--- config.mk ---
export PLATFORM = sky130hd
export DESIGN_NAME = wb_dma_copy_flat
export DESIGN_NICKNAME = d
export VERILOG_FILES = /design/src/rtl/wb_dma_copy_pkg.sv /design/src/rtl/wb_dma_copy_if.sv /design/src/rtl/wb_dma_copy_timeout.sv /design/src/rtl/wb_dma_copy.sv /design/src/flat_wrapper.sv
export SDC_FILE = /design/constraint.sdc
export NUM_CORES = 1
export LEC_CHECK = 0
export CELL_PAD_IN_SITES_DETAIL_PLACEMENT = 1
export CELL_PAD_IN_SITES_GLOBAL_PLACEMENT = 1
export CORE_AREA = 2 2 128 193
export DETAILED_ROUTE_END_ITERATION = 10
export DIE_AREA = 0 0 130 195
export HOLD_SLACK_MARGIN = 0.02
export PLACE_DENSITY_LB_ADDON = 0.08
export SETUP_SLACK_MARGIN = 0.4
export SLEW_MARGIN = 25
export SYNTH_ARGS = -nofsm -noshare
export SYNTH_HDL_FRONTEND = slang
export SYNTH_SLANG_ARGS = --single-unit
--- constraint.sdc ---
create_clock -name wb_clk_i -period 4.8 [get_ports wb_clk_i]
set_input_delay 1.44 -clock wb_clk_i [delete_from_list [all_inputs] [get_ports wb_clk_i]]
set_output_delay 1.44 -clock wb_clk_i [all_outputs]
set_load 0.005 [all_outputs]
--- src/rtl/wb_dma_copy_pkg.sv ---
// Shared Wishbone constants and DMA copy FSM state encoding.
package zeitlos_wb_pkg;

  localparam int unsigned WB_ADR_W = 30;
  localparam int unsigned WB_DAT_W = 32;
  localparam logic [3:0]  WB_SEL_ALL = 4'b1111;

  typedef enum logic [2:0] {
    ST_IDLE = 3'd0,
    ST_RD   = 3'd1,
    ST_WR   = 3'd2,
    ST_GAP  = 3'd3,
    ST_DONE = 3'd4
  } dma_state_t;

endpackage

--- src/rtl/wb_dma_copy_if.sv ---
// Wishbone classic master-side bus bundle used by the DMA copy engine.
interface wb_dma_copy_if;
  import zeitlos_wb_pkg::*;

  logic [WB_ADR_W-1:0] m_wb_adr_o;
  logic [WB_DAT_W-1:0] m_wb_dat_o;
  logic [WB_DAT_W-1:0] m_wb_dat_i;
  logic                m_wb_we_o;
  logic [3:0]          m_wb_sel_o;
  logic                m_wb_stb_o;
  logic                m_wb_cyc_o;
  logic                m_wb_ack_i;

  modport master (
    output m_wb_adr_o, m_wb_dat_o, m_wb_we_o, m_wb_sel_o, m_wb_stb_o, m_wb_cyc_o,
    input  m_wb_dat_i, m_wb_ack_i
  );

  modport slave (
    input  m_wb_adr_o, m_wb_dat_o, m_wb_we_o, m_wb_sel_o, m_wb_stb_o, m_wb_cyc_o,
    output m_wb_dat_i, m_wb_ack_i
  );

endinterface

--- src/rtl/wb_dma_copy_timeout.sv ---
// Per-transaction ack watchdog: counts enabled cycles, flags when the limit is hit.
module wb_ack_timeout #(
  parameter int unsigned TIMEOUT_CYC = 255
) (
  input  logic wb_clk_i,
  input  logic wb_rst_n_i,
  input  logic i_clr,
  input  logic i_en,
  output logic o_expired
);

  logic [7:0] r_cnt;

  always_ff @(posedge wb_clk_i or negedge wb_rst_n_i) begin
    if (!wb_rst_n_i) begin
      r_cnt <= '0;
    end else if (i_clr) begin
      r_cnt <= '0;
    end else if (i_en) begin
      r_cnt <= r_cnt + 8'd1;
    end
  end

  // Gated by i_en so a same-cycle ack always takes priority over expiry.
  assign o_expired = i_en && (r_cnt == 8'(TIMEOUT_CYC - 1));

endmodule

--- src/rtl/wb_dma_copy.sv ---
// Wishbone classic initiator that copies (read-then-write) or fills a block of words.
module wb_dma_copy
  import zeitlos_wb_pkg::*;
#(
  parameter int unsigned LEN_W       = 16,
  parameter int unsigned TIMEOUT_CYC = 255
) (
  input  logic                wb_clk_i,
  input  logic                wb_rst_n_i,
  input  logic                start_i,
  input  logic                mode_i,
  input  logic [WB_ADR_W-1:0] src_i,
  input  logic [WB_ADR_W-1:0] dst_i,
  input  logic [LEN_W-1:0]    len_i,
  input  logic [WB_DAT_W-1:0] pattern_i,
  output logic                busy_o,
  output logic                done_o,
  output logic                err_o,
  wb_dma_copy_if.master       m_wb
);

  dma_state_t          r_state, w_next;
  logic [WB_ADR_W-1:0] r_src, r_dst;
  logic [LEN_W-1:0]    r_len;
  logic [WB_DAT_W-1:0] r_pat, r_data;
  logic                r_mode, r_err;
  logic                w_bus, w_ack, w_expired, w_to_clr, w_to_en, w_last;

  assign w_bus    = (r_state == ST_RD) || (r_state == ST_WR);
  assign w_ack    = w_bus && m_wb.m_wb_ack_i;
  assign w_to_clr = !w_bus || w_ack;
  assign w_to_en  = w_bus && !w_ack;
  assign w_last   = (r_len == {{(LEN_W-1){1'b0}}, 1'b1});

  wb_ack_timeout #(.TIMEOUT_CYC(TIMEOUT_CYC)) u_timeout (
    .wb_clk_i   (wb_clk_i),
    .wb_rst_n_i (wb_rst_n_i),
    .i_clr      (w_to_clr),
    .i_en       (w_to_en),
    .o_expired  (w_expired)
  );

  always_ff @(posedge wb_clk_i or negedge wb_rst_n_i) begin
    if (!wb_rst_n_i) r_state <= ST_IDLE;
    else             r_state <= w_next;
  end

  always_comb begin
    w_next = r_state;
    case (r_state)
      ST_IDLE: if (start_i) begin
                 if (len_i == '0) w_next = ST_DONE;
                 else             w_next = mode_i ? ST_WR : ST_RD;
               end
      ST_RD:   if (w_ack)          w_next = ST_WR;
               else if (w_expired) w_next = ST_DONE;
      ST_WR:   if (w_ack)          w_next = w_last ? ST_DONE : ST_GAP;
               else if (w_expired) w_next = ST_DONE;
      ST_GAP:  w_next = r_mode ? ST_WR : ST_RD;
      ST_DONE: w_next = ST_IDLE;
      default: w_next = ST_IDLE;
    endcase
  end

  always_ff @(posedge wb_clk_i or negedge wb_rst_n_i) begin
    if (!wb_rst_n_i) begin
      r_src  <= '0;
      r_dst  <= '0;
      r_len  <= '0;
      r_pat  <= '0;
      r_data <= '0;
      r_mode <= 1'b0;
      r_err  <= 1'b0;
    end else begin
      if ((r_state == ST_IDLE) && start_i) begin
        r_src  <= src_i;
        r_dst  <= dst_i;
        r_len  <= len_i;
        r_pat  <= pattern_i;
        r_mode <= mode_i;
        r_err  <= 1'b0;
      end
      if ((r_state == ST_RD) && w_ack) r_data <= m_wb.m_wb_dat_i;
      if ((r_state == ST_WR) && w_ack) begin
        r_src <= r_src + 30'd1;
        r_dst <= r_dst + 30'd1;
        r_len <= r_len - {{(LEN_W-1){1'b0}}, 1'b1};
      end
      if (w_expired) r_err <= 1'b1;
    end
  end

  // Bus outputs decode straight from the state register so reset drops cyc/stb at once.
  assign m_wb.m_wb_cyc_o = w_bus;
  assign m_wb.m_wb_stb_o = w_bus;
  assign m_wb.m_wb_we_o  = (r_state == ST_WR);
  assign m_wb.m_wb_sel_o = WB_SEL_ALL;
  assign m_wb.m_wb_adr_o = (r_state == ST_RD) ? r_src : r_dst;
  assign m_wb.m_wb_dat_o = r_mode ? r_pat : r_data;

  assign busy_o = (r_state != ST_IDLE);
  assign done_o = (r_state == ST_DONE);
  assign err_o  = r_err;

endmodule
--- src/flat_wrapper.sv ---
// flat-port wrapper written by rule: the top's interface ports become plain ports
module wb_dma_copy_flat import zeitlos_wb_pkg::*;
#(
  parameter int unsigned LEN_W       = 16,
  parameter int unsigned TIMEOUT_CYC = 255
)
  (wb_clk_i, wb_rst_n_i, start_i, mode_i, src_i, dst_i, len_i, pattern_i, busy_o, done_o, err_o, m_wb_m_wb_adr_o, m_wb_m_wb_dat_o, m_wb_m_wb_we_o, m_wb_m_wb_sel_o, m_wb_m_wb_stb_o, m_wb_m_wb_cyc_o, m_wb_m_wb_dat_i, m_wb_m_wb_ack_i);
  wb_dma_copy_if m_wb_i ();
  input  logic wb_clk_i;
  input  logic wb_rst_n_i;
  input  logic start_i;
  input  logic mode_i;
  input  logic [WB_ADR_W-1:0] src_i;
  input  logic [WB_ADR_W-1:0] dst_i;
  input  logic [LEN_W-1:0] len_i;
  input  logic [WB_DAT_W-1:0] pattern_i;
  output logic busy_o;
  output logic done_o;
  output logic err_o;
  output wire logic [$bits(m_wb_i.m_wb_adr_o)-1:0] m_wb_m_wb_adr_o;
  output wire logic [$bits(m_wb_i.m_wb_dat_o)-1:0] m_wb_m_wb_dat_o;
  output wire logic [$bits(m_wb_i.m_wb_we_o)-1:0] m_wb_m_wb_we_o;
  output wire logic [$bits(m_wb_i.m_wb_sel_o)-1:0] m_wb_m_wb_sel_o;
  output wire logic [$bits(m_wb_i.m_wb_stb_o)-1:0] m_wb_m_wb_stb_o;
  output wire logic [$bits(m_wb_i.m_wb_cyc_o)-1:0] m_wb_m_wb_cyc_o;
  input wire logic [$bits(m_wb_i.m_wb_dat_i)-1:0] m_wb_m_wb_dat_i;
  input wire logic [$bits(m_wb_i.m_wb_ack_i)-1:0] m_wb_m_wb_ack_i;
  assign m_wb_m_wb_adr_o = m_wb_i.m_wb_adr_o;
  assign m_wb_m_wb_dat_o = m_wb_i.m_wb_dat_o;
  assign m_wb_m_wb_we_o = m_wb_i.m_wb_we_o;
  assign m_wb_m_wb_sel_o = m_wb_i.m_wb_sel_o;
  assign m_wb_m_wb_stb_o = m_wb_i.m_wb_stb_o;
  assign m_wb_m_wb_cyc_o = m_wb_i.m_wb_cyc_o;
  assign m_wb_i.m_wb_dat_i = m_wb_m_wb_dat_i;
  assign m_wb_i.m_wb_ack_i = m_wb_m_wb_ack_i;
  wb_dma_copy #(.LEN_W(LEN_W), .TIMEOUT_CYC(TIMEOUT_CYC)) u_core (.wb_clk_i(wb_clk_i), .wb_rst_n_i(wb_rst_n_i), .start_i(start_i), .mode_i(mode_i), .src_i(src_i), .dst_i(dst_i), .len_i(len_i), .pattern_i(pattern_i), .busy_o(busy_o), .done_o(done_o), .err_o(err_o), .m_wb(m_wb_i));
endmodule
==> results of run 1 <==
## cells in the final DEF, fill, tap and decap left out, drive strengths merged, types with 5 or more instances in the layout
| master | n |
|---|---|
| or4 | 8 |
| a311oi | 7 |
| dfrtp | 153 |
| or3 | 7 |
| nand4 | 24 |
| a211oi | 5 |
| nor4 | 16 |
| o311ai | 17 |
| buf | 15 |
| mux2 | 93 |
| nor2b | 6 |
| nor3 | 15 |
| a21o | 5 |
| clkdlybuf4s50 | 211 |
| inv | 12 |
| nor2 | 42 |
| a221o | 6 |
| and4 | 7 |
| xor2 | 5 |
| a21oi | 14 |
| nand2 | 184 |
| and3 | 9 |
| ha | 6 |
| nand3 | 54 |
| clkbuf | 22 |
| o211ai | 33 |
| o22ai | 6 |
| o21ai | 18 |
## metal layers
metal / wire length (um) / GRT usage [%]
met1: 11300 / 26.4
met2: 14200 / 38.9
met3: 1150 / 4.27
met4: 346 / 6.37
met5: 0 / 0
## worst max-delay path by stage
stage | startpoint | end | slack (ns) | cells after the start
after floorplan | u_core.r_state[1] | m_wb_m_wb_adr_o[10] | 1.61 | 4
after global placement | m_wb_m_wb_ack_i | u_core.r_src[20] | 1.04 | 6
after detailed placement | m_wb_m_wb_ack_i | u_core.r_src[10] | 1.03 | 7
after CTS | u_core.r_state[0] | m_wb_m_wb_adr_o[23] | 0.69 | 4
after global routing | u_core.r_state[0] | m_wb_m_wb_adr_o[23] | 0.54 | 4
final | u_core.r_state[0] | m_wb_m_wb_adr_o[23] | 0.72 | 4
## sequential cells by signal, indices dropped and copies added (netlist names), 3 cells and up
name,cells
u_core.r_data,32
u_core.r_pat,32
u_core.r_dst,30
u_core.r_src,30
u_core.r_len,16
u_core.u_timeout.r_cnt,8
u_core.r_state,3
## final cells by class
type	instances	area, um2	area share (%)
sequential	153	3830	33.8
timing repair buffer	226	2270	20.0
inverter	12	45.0	0.398
tap	319	399	3.53
clock buffer	22	494	4.37
multi-input combinational	637	4120	36.4
clock inverter	10	164	1.45
## critical path, delay by kind of cell, from the launching register on
| family | cells | cell delay, ns |
|---|---|---|
| mux | 1 | 0.36 |
| buf+inv | 2 | 0.74 |
| flops | 1 | 0.62 |
| simple gates | 1 | 0.47 |
## through the flow
step / instances / util, %
2_1_floorplan: 858 / -
3_3_place_gp: 1347 / 45.2
3_5_place_dp: 1347 / 45.2
4_1_cts: 1379 / 48.0
5_1_grt: 1379 / 48.0
6_report: 1379 / 48.0
## power breakdown
part | total [mW] | leakage [nW] | switching [mW] | internal [mW]
clock | 1.49 | 0.311 | 0.553 | 0.940
sequential | 2.46 | 1.89 | 0.597 | 1.86
combinational | 2.92 | 2.37 | 1.25 | 1.66
total | 6.86 | 4.57 | 2.40 | 4.46
## cell families (layout without fill, tap and decap cells)
| group | count (synthesis) | in the layout | synth area share, % |
|---|---|---|---|
| buf+inv | 68 | 270 | 3.56 |
| other cells | 1 | 4 | 0.0458 |
| xor+xnor | 8 | 8 | 0.856 |
| compound gates | 134 | 134 | 12.0 |
| flops | 153 | 153 | 46.8 |
| mux | 97 | 97 | 13.3 |
| fa+ha+maj | 6 | 6 | 0.917 |
| simple gates | 388 | 388 | 22.5 |
==> impl_results.rst, run 1 <==
.. list-table::
   :header-rows: 1

   * - Metric
     - Value
   * - H-tree level count
     - 4
   * - CTS tree
     - yes
   * - Count of hold buffers inserted by post-cts repair
     - 0
   * - Clock root buffer master
     - sky130_fd_sc_hd__clkbuf_16
   * - Diode insertion count for antenna repair
     - 0
   * - Hold path endpoint
     - u_core.r_pat[6]
   * - Worst clock skew
     - 0.00850 ns
   * - CTS Buf Count
     - 17
   * - Max-slew headroom at the worst pin
     - 33.1%
   * - Reg-to-reg critical path startpoint
     - u_core.r_state[0]
   * - Post-synthesis instance area
     - 8190 um2
   * - Crit-path slowest cell
     - sky130_fd_sc_hd__dfrtp_1
   * - Worst Setup Slack post-DPL
     - 1.03 ns
   * - Final number of max-transition violations
     - 0
   * - Peak per-stage delay on the critical path
     - 0.62 ns
   * - HPWL after DPL
     - 18900 um
   * - Area of all placed cells without fillers
     - 11300 um2
   * - Crit path required time
     - 3.36 ns
   * - Height of the die
     - 195 um
   * - Worst vdd ir
     - 0.257 mV
   * - Drc violations
     - 0
   * - Top cell type's share of synthesized area
     - 46.8%
   * - Final worst hold slack
     - 0.474 ns
   * - Post-synthesis average cell area
     - 9.58 um2
   * - Destination of the worst register-to-register timing path
     - u_core.r_dst[3]
   * - IO buf count
     - 212
   * - Per-cell routed wire length
     - 19.6 um
   * - Die ar.
     - 25400 um2
   * - Warnings from Yosys
     - 0
   * - Final min period
     - 4.08 ns
   * - Most frequently used flop master after synthesis
     - sky130_fd_sc_hd__dfrtp_1
   * - Final Net Count
     - 1198
   * - Post-CTS setup-driven buffer insertion count
     - 0
   * - Iteration-0 DRC Markers
     - 280
   * - Part of the cycle the worst path needs
     - 85.0%
   * - Count of filler cells inserted in the layout
     - 2664
   * - Data arrival time of the critical path
     - 2.64 ns
   * - Share of post-route cells with drive strength above 1
     - 14.6%
   * - Worst reg2reg setup slack
     - 2.13 ns
   * - Layout overhead on the synthesized area
     - 38.2%
   * - Register area share after synthesis
     - 46.8%
   * - Startpoint of the most critical hold path
     - u_core.r_pat[6]
   * - Result of the run
     - completed
   * - Kind of end point of the critical path
     - primary output
   * - Vias in the first global route
     - 7900
   * - Wire length of the first global-routing pass
     - 43100 um
   * - Final Hold Viols
     - 0
   * - Placed standard-cell area
     - 10700 um2
   * - Maximum number of pins on one net before global-route repair
     - 102
   * - Number of antenna violations at the first check in global routing
     - 0
   * - Final setup violating endpoints
     - 0
   * - Critical Path Start Type
     - register
   * - Aggregate negative setup slack
     - 0 ns
   * - Cell count after synthesis
     - 855
   * - Cell type with the largest total area after synthesis
     - sky130_fd_sc_hd__dfrtp_1
   * - Maximum Capacitance Violations
     - 0
   * - Die width
     - 130 um
   * - Longest Clk Path Bufs
     - 2
   * - Clock insertion delay at the later pin of the skew report
     - 0.43 ns
   * - Register-to-Register Path Depth
     - 5
   * - Most repeated cell in the gate-level netlist after synthesis
     - sky130_fd_sc_hd__nand2_1
   * - Routability cong.
     - 0.784
   * - Top cells by instance count after synthesis
     - 184 x sky130_fd_sc_hd__nand2_1, 153 x sky130_fd_sc_hd__dfrtp_1, 93 x sky130_fd_sc_hd__mux2_2, 54 x sky130_fd_sc_hd__nand3_1, 42 x sky130_fd_sc_hd__nor2_1
   * - Cells along the critical path
     - nor3b_2, buf_12, mux2_2, clkdlybuf4s50_1
   * - Unrepaired setup endpoints after global routing
     - no
   * - Worst Hold Path Cells
     - 2
   * - Top cells by area, synth
     - sky130_fd_sc_hd__dfrtp_1 47%, sky130_fd_sc_hd__mux2_2 13%, sky130_fd_sc_hd__nand2_1 8.4%
   * - Placeable core region
     - 23600 um2
   * - Total power density per cell area
     - 607 nW/um2
   * - Static power due to leakage
     - 4.57 nW
   * - Initial DRT Pass Iterations
     - 5
   * - Total design power
     - 6.86 mW
   * - Count of state elements after synthesis
     - 153
   * - Least setup slack across all paths after layout
     - 0.718 ns
   * - Global-route congestion overflow total
     - 0
   * - Actual transition at the worst max-transition pin
     - 0.996 ns
   * - Crit Path Class
     - register to primary output
   * - Starting density of the core
     - 34.7%
   * - Fraction of synthesis flops using an asynchronous set or reset pin
     - 100%
   * - Path type of the worst min-delay path
     - register to register
   * - Post-CTS sizing
     - 0
   * - Overall fraction of global-route tracks in use
     - 21.8%
   * - DR vias/cell
     - 5.36
   * - Via count
     - 7392
   * - Post-detailed-route count of antenna-violating nets
     - 0
   * - Maximum net fanout on the critical path
     - 31
   * - Cell variety after synth
     - 58
   * - Total wirelength of the detailed-routed design
     - 27000 um
   * - Clock-pin slew reported for the worst setup and hold paths after clock tree synthesis
     - 0.06 ns
   * - Number of clock sinks
     - 153
   * - Cell row count
     - 69
   * - Maximum frequency from static timing analysis
     - 245 MHz
   * - Top-level port count
     - 217
   * - Number of synthesized flops with an enable pin
     - 0
Note: power is estimated with default switching activity, not from simulation.
==> run 2: changes to the inputs <==
--- a/config.mk
+++ b/config.mk
@@ -8,10 +8,12 @@
 export CELL_PAD_IN_SITES_DETAIL_PLACEMENT = 1
 export CELL_PAD_IN_SITES_GLOBAL_PLACEMENT = 1
 export CORE_AREA = 2 2 128 193
+export CTS_CLUSTER_DIAMETER = 40
 export DETAILED_ROUTE_END_ITERATION = 10
 export DIE_AREA = 0 0 130 195
 export HOLD_SLACK_MARGIN = 0.02
 export PLACE_DENSITY_LB_ADDON = 0.08
+export REMOVE_ABC_BUFFERS = 1
 export SETUP_SLACK_MARGIN = 0.4
 export SLEW_MARGIN = 25
 export SYNTH_ARGS = -nofsm -noshare
==> run 2 against run 1 <==
- clock-buffer cell count decreased by 2
- clock power about the same
- hold slack got worse by 0.0059 ns
==> impl_results.rst, run 2 (same netlist as run 1, synthesis figures left out) <==
.. list-table::
   :header-rows: 1

   * - Metric
     - Value
   * - Number of antenna violations at the first check in global routing
     - 0 (unchanged)
   * - Diode insertion count for antenna repair
     - 0 (unchanged)
   * - Clock-pin slew reported for the worst setup and hold paths after clock tree synthesis
     - 0.06 ns (about the same)
   * - Maximum number of pins on one net before global-route repair
     - 74 (was 102)
   * - Internal portion of total power
     - 4.43 mW (was 4.46 mW)
   * - Count of hold buffers inserted by post-cts repair
     - 0 (unchanged)
   * - Power share of the sequential group
     - 35.7% (was 35.8%)
   * - Path type of the worst min-delay path
     - register to register (unchanged)
   * - H-tree level count
     - 4 (unchanged)
   * - Maximum Capacitance Violations
     - 0 (unchanged)
   * - Die width
     - 130 um (unchanged)
   * - Per-cell routed wire length
     - 19.6 um (about the same)
   * - Crit-path slowest cell
     - sky130_fd_sc_hd__dfrtp_1 (unchanged)
   * - Part of the cycle the worst path needs
     - 82.9% (was 85.0%)
   * - Least setup slack across all paths after layout
     - 0.820 ns (was 0.718 ns)
   * - Cell row count
     - 69 (unchanged)
   * - Clock insertion delay at the later pin of the skew report
     - 0.44 ns (was 0.43 ns)
   * - Via count
     - 7429 (was 7392)
   * - Largest registers
     - u_core.r_data (32), u_core.r_pat (32) (unchanged)
   * - Layout overhead on the synthesized area
     - 38.1% (was 38.2%)
   * - Global-route congestion overflow total
     - 0 (unchanged)
   * - Clock root buffer master
     - sky130_fd_sc_hd__clkbuf_16 (unchanged)
   * - Maximum frequency from static timing analysis
     - 251 MHz (was 245 MHz)
   * - Height of the die
     - 195 um (unchanged)
   * - Count of filler cells inserted in the layout
     - 2648 (was 2664)
   * - Actual transition at the worst max-transition pin
     - 0.979 ns (was 0.996 ns)
   * - Final min period
     - 3.98 ns (was 4.08 ns)
   * - Area of all placed cells without fillers
     - 11300 um2 (about the same)
   * - Peak per-stage delay on the critical path
     - 0.62 ns (about the same)
   * - Routability cong.
     - 0.796 (was 0.784)
   * - Buf/Inv on CP
     - 2 (unchanged)
   * - Unrepaired setup endpoints after global routing
     - no (unchanged)
   * - Net switching share of the total power
     - 35.4% (was 35.0%)
   * - Category of cells accounting for the largest share of critical-path delay
     - buffers and inverters (unchanged)
   * - Placeable core region
     - 23600 um2 (unchanged)
   * - Worst clock skew
     - 0.00836 ns (was 0.00850 ns)
   * - Clock share of power
     - 21.3% (was 21.7%)
   * - Final number of max-transition violations
     - 0 (unchanged)
   * - Placed standard-cell area
     - 10700 um2 (about the same)
   * - Top-level port count
     - 217 (unchanged)
   * - Wire length of the first global-routing pass
     - 43700 um (was 43100 um)
   * - IO buf count
     - 212 (unchanged)
   * - Switching power summed over all nets
     - 2.43 mW (was 2.40 mW)
   * - Number of clock sinks
     - 153 (unchanged)
   * - Kind of end point of the critical path
     - primary output (unchanged)
   * - Cells along the critical path
     - nor3b_2, buf_4, mux2_2, clkdlybuf4s50_1 (was nor3b_2, buf_12, mux2_2, clkdlybuf4s50_1)
   * - Iteration-0 DRC Markers
     - 303 (was 280)
   * - Post-CTS setup-driven buffer insertion count
     - 0 (unchanged)
   * - Max-slew headroom at the worst pin
     - 34.2% (was 33.1%)
   * - Final Hold Viols
     - 0 (unchanged)
   * - Data arrival time of the critical path
     - 2.54 ns (was 2.64 ns)
   * - Total power density per cell area
     - 606 nW/um2 (was 607 nW/um2)
   * - HPWL after DPL
     - 19200 um (was 18900 um)
   * - Crit Path Class
     - register to primary output (unchanged)
   * - Maximum net fanout on the critical path
     - 19 (was 31)
   * - Combinational fraction of design power
     - 43.0% (was 42.5%)
   * - Starting density of the core
     - 34.7% (unchanged)
   * - Overall fraction of global-route tracks in use
     - 22.1% (was 21.8%)
   * - CTS Buf Count
     - 17 (unchanged)
   * - Share of the core filled with cells
     - 48.0% (about the same)
   * - Crit path required time
     - 3.36 ns (about the same)
   * - Die ar.
     - 25400 um2 (unchanged)
   * - Aggregate negative setup slack
     - 0 ns (unchanged)
   * - Post-CTS sizing
     - 0 (unchanged)
   * - Initial DRT Pass Iterations
     - 4 (was 5)
   * - Final setup violating endpoints
     - 0 (unchanged)
   * - CTS tree
     - yes (unchanged)
   * - Drc violations
     - 0 (unchanged)
   * - Critical Path Start Type
     - register (unchanged)
   * - Share of post-route cells with drive strength above 1
     - 14.8% (was 14.6%)
   * - Post-detailed-route count of antenna-violating nets
     - 0 (unchanged)
   * - Highest-count cells in the layout ignoring fill and taps
     - 211 x sky130_fd_sc_hd__clkdlybuf4s50_1, 183 x sky130_fd_sc_hd__nand2_1, 153 x sky130_fd_sc_hd__dfrtp_1 (unchanged)
   * - Final Net Count
     - 1201 (was 1198)
   * - Worst Setup Slack post-DPL
     - 0.954 ns (was 1.03 ns)
   * - Most common library cell in the layout ignoring fill and taps
     - sky130_fd_sc_hd__clkdlybuf4s50_1 (unchanged)
   * - Result of the run
     - completed (unchanged)
   * - Static power due to leakage
     - 4.57 nW (about the same)
   * - DR vias/cell
     - 5.38 (was 5.36)
   * - Worst reg2reg setup slack
     - 2.25 ns (was 2.13 ns)
   * - Total wirelength of the detailed-routed design
     - 27100 um (was 27000 um)
   * - Longest Clk Path Bufs
     - 2 (unchanged)
   * - Vias in the first global route
     - 7966 (was 7900)
   * - Worst vdd ir
     - 0.287 mV (was 0.257 mV)
   * - Total design power
     - 6.85 mW (was 6.86 mW)
## run 2: changes by cell type in the layout (fill, tap and decap cells not counted)
cell	delta
sky130_fd_sc_hd__buf_4	+3
sky130_fd_sc_hd__clkbuf_8	-3
sky130_fd_sc_hd__clkinv_2	+2
sky130_fd_sc_hd__clkbuf_1	+1
sky130_fd_sc_hd__clkinv_4	-1
sky130_fd_sc_hd__clkinvlp_4	+1
## run 2: worst min-delay path, delay by kind of cell, from the launching register on
family	cells	cell delay, ns
flops	1	0.34
simple gates	2	0.10
## run 2: worst paths after layout
path	start	endpoint	cells after the start
worst min register to register	u_core.r_pat[1]	u_core.r_pat[1]	2
min in group asynchronous	wb_rst_n_i	u_core.r_data[24]	1
max in group asynchronous	wb_rst_n_i	u_core.r_len[14]	2
worst min-delay path	u_core.r_pat[1]	u_core.r_pat[1]	2
worst max register to register	u_core.r_dst[11]	u_core.r_dst[28]	5
worst max-delay path	u_core.r_state[0]	m_wb_m_wb_adr_o[20]	4
## run 2: area by class of cell
type,instances,area [um2],area share [%]
multi-input cells,637,4120,36.4
repair buffers,229,2290,20.2
inverters,12,45.0,0.398
clock buffers,20,457,4.04
flip-flops and latches,153,3830,33.9
clock inverters,12,173,1.53
well taps,319,399,3.53
## run 2: per-stage QoR
| step | hold WS, ns | std cells |
|---|---|---|
| after global placement | 0.451 | 1350 |
| after detailed placement | 0.457 | 1350 |
| after global routing | 0.497 | 1382 |
| after CTS | 0.474 | 1382 |
| after floorplan | 0.440 | 802 |
| final | 0.468 | 1382 |
## run 2: power by group through the flow
stage          clock [mW]  sequential [mW]  combinational [mW]
3_5_place_dp            0             2.46                2.98
3_3_place_gp            0             2.44                2.94
2_1_floorplan           0             2.28                1.64
4_1_cts              1.49             2.44                3.01
5_1_grt              1.55             2.54                3.27
6_report             1.46             2.45                2.95
## run 2: layer usage
layer | part of all wire (%) | wire, um | vias to the layer above | track usage, %
met3 | 4.0 | 1090 | 26 | 3.81
met1 | 43 | 11600 | 3710 | 27.9
li1 | - | - | 3499 | -
met2 | 52 | 13900 | 194 | 38.3
met4 | 1.4 | 371 | 0 | 6.61
met5 | 0 | 0 | - | 0
==> run 3: changes to the inputs <==
--- a/config.mk
+++ b/config.mk
@@ -7,10 +7,10 @@
 export LEC_CHECK = 0
 export CELL_PAD_IN_SITES_DETAIL_PLACEMENT = 1
 export CELL_PAD_IN_SITES_GLOBAL_PLACEMENT = 1
-export CORE_AREA = 2 2 128 193
+export CORE_AREA = 2 2 132 198
 export CTS_CLUSTER_DIAMETER = 40
 export DETAILED_ROUTE_END_ITERATION = 10
-export DIE_AREA = 0 0 130 195
+export DIE_AREA = 0 0 134 200
 export HOLD_SLACK_MARGIN = 0.02
 export PLACE_DENSITY_LB_ADDON = 0.08
 export REMOVE_ABC_BUFFERS = 1
==> constraint.sdc (replaced) <==
create_clock -name wb_clk_i -period 3.2 [get_ports wb_clk_i]
set_input_delay 0.96 -clock wb_clk_i [delete_from_list [all_inputs] [get_ports wb_clk_i]]
set_output_delay 0.96 -clock wb_clk_i [all_outputs]
set_load 0.005 [all_outputs]
==> run 3 against run 2 <==
- final area is 6.9% higher
- power grew 62%
- final cell count rose by 3.5%
- clock skew down 0.0014 ns
- first-iteration DRC count is 7.6% lower
- clock power is 47% higher
- largest power group unchanged
- die area grew 5.7%
- highest routed layer unchanged
==> impl_results.rst, run 3 (same netlist as run 1, synthesis figures left out) <==
.. list-table::
   :header-rows: 1

   * - Metric
     - Value
   * - Total wirelength of the detailed-routed design
     - 29000 um (was 27100 um)
   * - Cell row count
     - 71 (was 69)
   * - Crit-path slowest cell
     - sky130_fd_sc_hd__dfrtp_1 (unchanged)
   * - Diode insertion count for antenna repair
     - 0 (unchanged)
   * - Count of hold buffers inserted by post-cts repair
     - 0 (unchanged)
   * - Critical Path Start Type
     - register (unchanged)
   * - Static power due to leakage
     - 5.32 nW (was 4.57 nW)
   * - Switching power summed over all nets
     - 3.93 mW (was 2.43 mW)
   * - Highest-count cells in the layout ignoring fill and taps
     - 182 x sky130_fd_sc_hd__nand2_1, 152 x sky130_fd_sc_hd__dfrtp_1, 148 x sky130_fd_sc_hd__clkdlybuf4s50_1 (was 211 x sky130_fd_sc_hd__clkdlybuf4s50_1, 183 x sky130_fd_sc_hd__nand2_1, 153 x sky130_fd_sc_hd__dfrtp_1)
   * - Final Hold Viols
     - 0 (unchanged)
   * - Part of the cycle the worst path needs
     - 91.5%
   * - Crit path required time
     - 2.24 ns (was 3.36 ns)
   * - Overall fraction of global-route tracks in use
     - 22.1% (about the same)
   * - Share of the core filled with cells
     - 48.4% (was 48.0%)
   * - Path type of the worst min-delay path
     - input port to async pin (was register to register)
   * - Aggregate negative setup slack
     - 0 ns (unchanged)
   * - Most common library cell in the layout ignoring fill and taps
     - sky130_fd_sc_hd__nand2_1 (was sky130_fd_sc_hd__clkdlybuf4s50_1)
   * - Final min period
     - 2.93 ns
   * - Maximum net fanout on the critical path
     - 8 (was 19)
   * - HPWL after DPL
     - 19400 um (was 19200 um)
   * - Area of all placed cells without fillers
     - 12100 um2 (was 11300 um2)
   * - Global-route congestion overflow total
     - 0 (unchanged)
   * - Least setup slack across all paths after layout
     - 0.271 ns (was 0.820 ns)
   * - Reg-to-reg critical path startpoint
     - u_core.r_src[4] (was u_core.r_dst[11])
   * - Final number of max-transition violations
     - 0 (unchanged)
   * - Count of filler cells inserted in the layout
     - 2773 (was 2648)
   * - Register-to-Register Path Depth
     - 5 (unchanged)
   * - Result of the run
     - completed (unchanged)
   * - Final Net Count
     - 1242 (was 1201)
   * - Unrepaired setup endpoints after global routing
     - yes (was no)
   * - Per-cell routed wire length
     - 20.3 um (was 19.6 um)
   * - Maximum frequency from static timing analysis
     - 341 MHz
   * - Largest registers
     - u_core.r_data (32), u_core.r_pat (32) (unchanged)
   * - Data arrival time of the critical path
     - 1.97 ns (was 2.54 ns)
   * - Placed standard-cell area
     - 10900 um2 (was 10700 um2)
   * - Starting density of the core
     - 32.8% (was 34.7%)
   * - Vias in the first global route
     - 8077 (was 7966)
   * - Wire length of the first global-routing pass
     - 45800 um (was 43700 um)
   * - Layout overhead on the synthesized area
     - 47.7% (was 38.1%)
   * - CTS Buf Count
     - 17 (unchanged)
   * - Height of the die
     - 200 um (was 195 um)
   * - Internal portion of total power
     - 7.18 mW (was 4.43 mW)
   * - Worst reg2reg setup slack
     - 0.77 ns (was 2.25 ns)
   * - Net switching share of the total power
     - 35.4% (about the same)
   * - Peak per-stage delay on the critical path
     - 0.41 ns (was 0.62 ns)
   * - Power share of the sequential group
     - 33.0% (was 35.7%)
   * - Kind of end point of the critical path
     - primary output (unchanged)
   * - H-tree level count
     - 4 (unchanged)
   * - Max-slew headroom at the worst pin
     - 56.0% (was 34.2%)
   * - Post-Place Cells
     - 1374 (was 1350)
   * - Drc violations
     - 0 (unchanged)
   * - DR vias/cell
     - 5.35 (was 5.38)
   * - Clock root buffer master
     - sky130_fd_sc_hd__clkbuf_16 (unchanged)
   * - Routability cong.
     - 0.793 (was 0.796)
   * - IO buf count
     - 212 (unchanged)
   * - Share of post-route cells with drive strength above 1
     - 21.1% (was 14.8%)
   * - Non-filler cells, final
     - 1430 (was 1382)
   * - Die width
     - 134 um (was 130 um)
   * - Total design power
     - 11.1 mW (was 6.85 mW)
   * - Worst clock skew
     - 0.00692 ns (was 0.00836 ns)
   * - Final setup violating endpoints
     - 0 (unchanged)
   * - Maximum number of pins on one net before global-route repair
     - 66 (was 74)
   * - Worst vdd ir
     - 0.464 mV (was 0.287 mV)
   * - Maximum Capacitance Violations
     - 0 (unchanged)
   * - Actual transition at the worst max-transition pin
     - 0.658 ns (was 0.979 ns)
   * - Destination of the worst register-to-register timing path
     - u_core.r_src[23] (was u_core.r_dst[28])
   * - Longest Clk Path Bufs
     - 2 (unchanged)
   * - Initial DRT Pass Iterations
     - 4 (unchanged)
   * - Via count
     - 7649 (was 7429)
   * - Clock share of power
     - 19.3% (was 21.3%)
   * - Cell repeated most along the worst path
     - sky130_fd_sc_hd__buf_6
   * - Launch point of the worst path
     - u_core.r_state[1] (was u_core.r_state[0])
   * - Clock-pin slew reported for the worst setup and hold paths after clock tree synthesis
     - 0.06 ns (about the same)
   * - Worst Setup Slack post-DPL
     - 0.0336 ns (was 0.954 ns)
   * - Placeable core region
     - 25000 um2 (was 23600 um2)
   * - Combinational fraction of design power
     - 47.6% (was 43.0%)
   * - Iteration-0 DRC Markers
     - 280 (was 303)
   * - Cells along the critical path
     - nor3b_4, buf_6, buf_6, buf_16, mux2_4, buf_6 (was nor3b_2, buf_4, mux2_2, clkdlybuf4s50_1)
   * - Number of clock sinks
     - 153 (unchanged)
   * - Crit Path Class
     - register to primary output (unchanged)
   * - Final worst hold slack
     - 0.462 ns (was 0.468 ns)
   * - Number of antenna violations at the first check in global routing
     - 0 (unchanged)
   * - Die ar.
     - 26800 um2 (was 25400 um2)
   * - Post-detailed-route count of antenna-violating nets
     - 0 (unchanged)
   * - Top-level port count
     - 217 (unchanged)
   * - Clock insertion delay at the later pin of the skew report
     - 0.43 ns (was 0.44 ns)
   * - Total power density per cell area
     - 919 nW/um2 (was 606 nW/um2)
   * - CTS tree
     - yes (unchanged)
run 3: cell count changes in the layout (fill, tap and decap cells not counted), sizes merged:
cell           before  now
buf                18   91
clkdlybuf4s50     211  148
dlymetal6s2s        0   24
dlygate4sd2         0    7
clkinvlp            5    2
clkbuf             20   22
clkinv              3    2
run 3: layer usage:
metal	share of wire, %	vias up	GRT usage (%)
met2	49	234	37.2
met1	45	3795	28.7
li1	-	3587	-
met5	0	-	0
met3	4.3	33	4.27
met4	2.0	0	7.09
run 3: power by group through the flow:
stage	Combinational [mW]	Sequential (mW)	Clock, mW
5_1_grt	5.79	3.82	2.29
6_report	5.29	3.67	2.15
3_3_place_gp	4.61	3.62	0
4_1_cts	5.32	3.64	2.21
3_5_place_dp	4.67	3.65	0
2_1_floorplan	2.45	3.42	0
run 3: worst max-delay path: cells and delay by family (launching register included):
kind,cells,cell delay (ns)
buf+inv,4,0.54
flops,1,0.41
mux,1,0.33
simple gates,1,0.25
run 3: repair_timing:
item / 4_1_cts / 5_1_grt
endpoints found under the setup margin: 62 / 57
gates resized for setup: 213 / 34
pin swaps: 1 / 1
buffers inserted: 16 / 4
cloned: 6 / 0
run 3: final cells by class:
cell class,instances,area (um2),share of cell area (%)
clock inverter,8,145,1.20
tap,328,410,3.39
inverter,12,45.0,0.373
multi-input combinational,637,4280,35.4
timing repair buffer,270,2920,24.1
sequential,153,3830,31.7
clock buffer,22,464,3.84
run 3: worst max-delay path by stage:
stage	to	slack (ns)	cells past startpoint
4_1_cts	m_wb_m_wb_dat_o[28]	0.28	4
3_5_place_dp	u_core.r_src[20]	0.03	6
5_1_grt	m_wb_m_wb_adr_o[0]	0.20	6
2_1_floorplan	u_core.r_dst[10]	-8.06	4
3_3_place_gp	u_core.r_src[20]	0.09	6
6_report	m_wb_m_wb_adr_o[9]	0.27	6
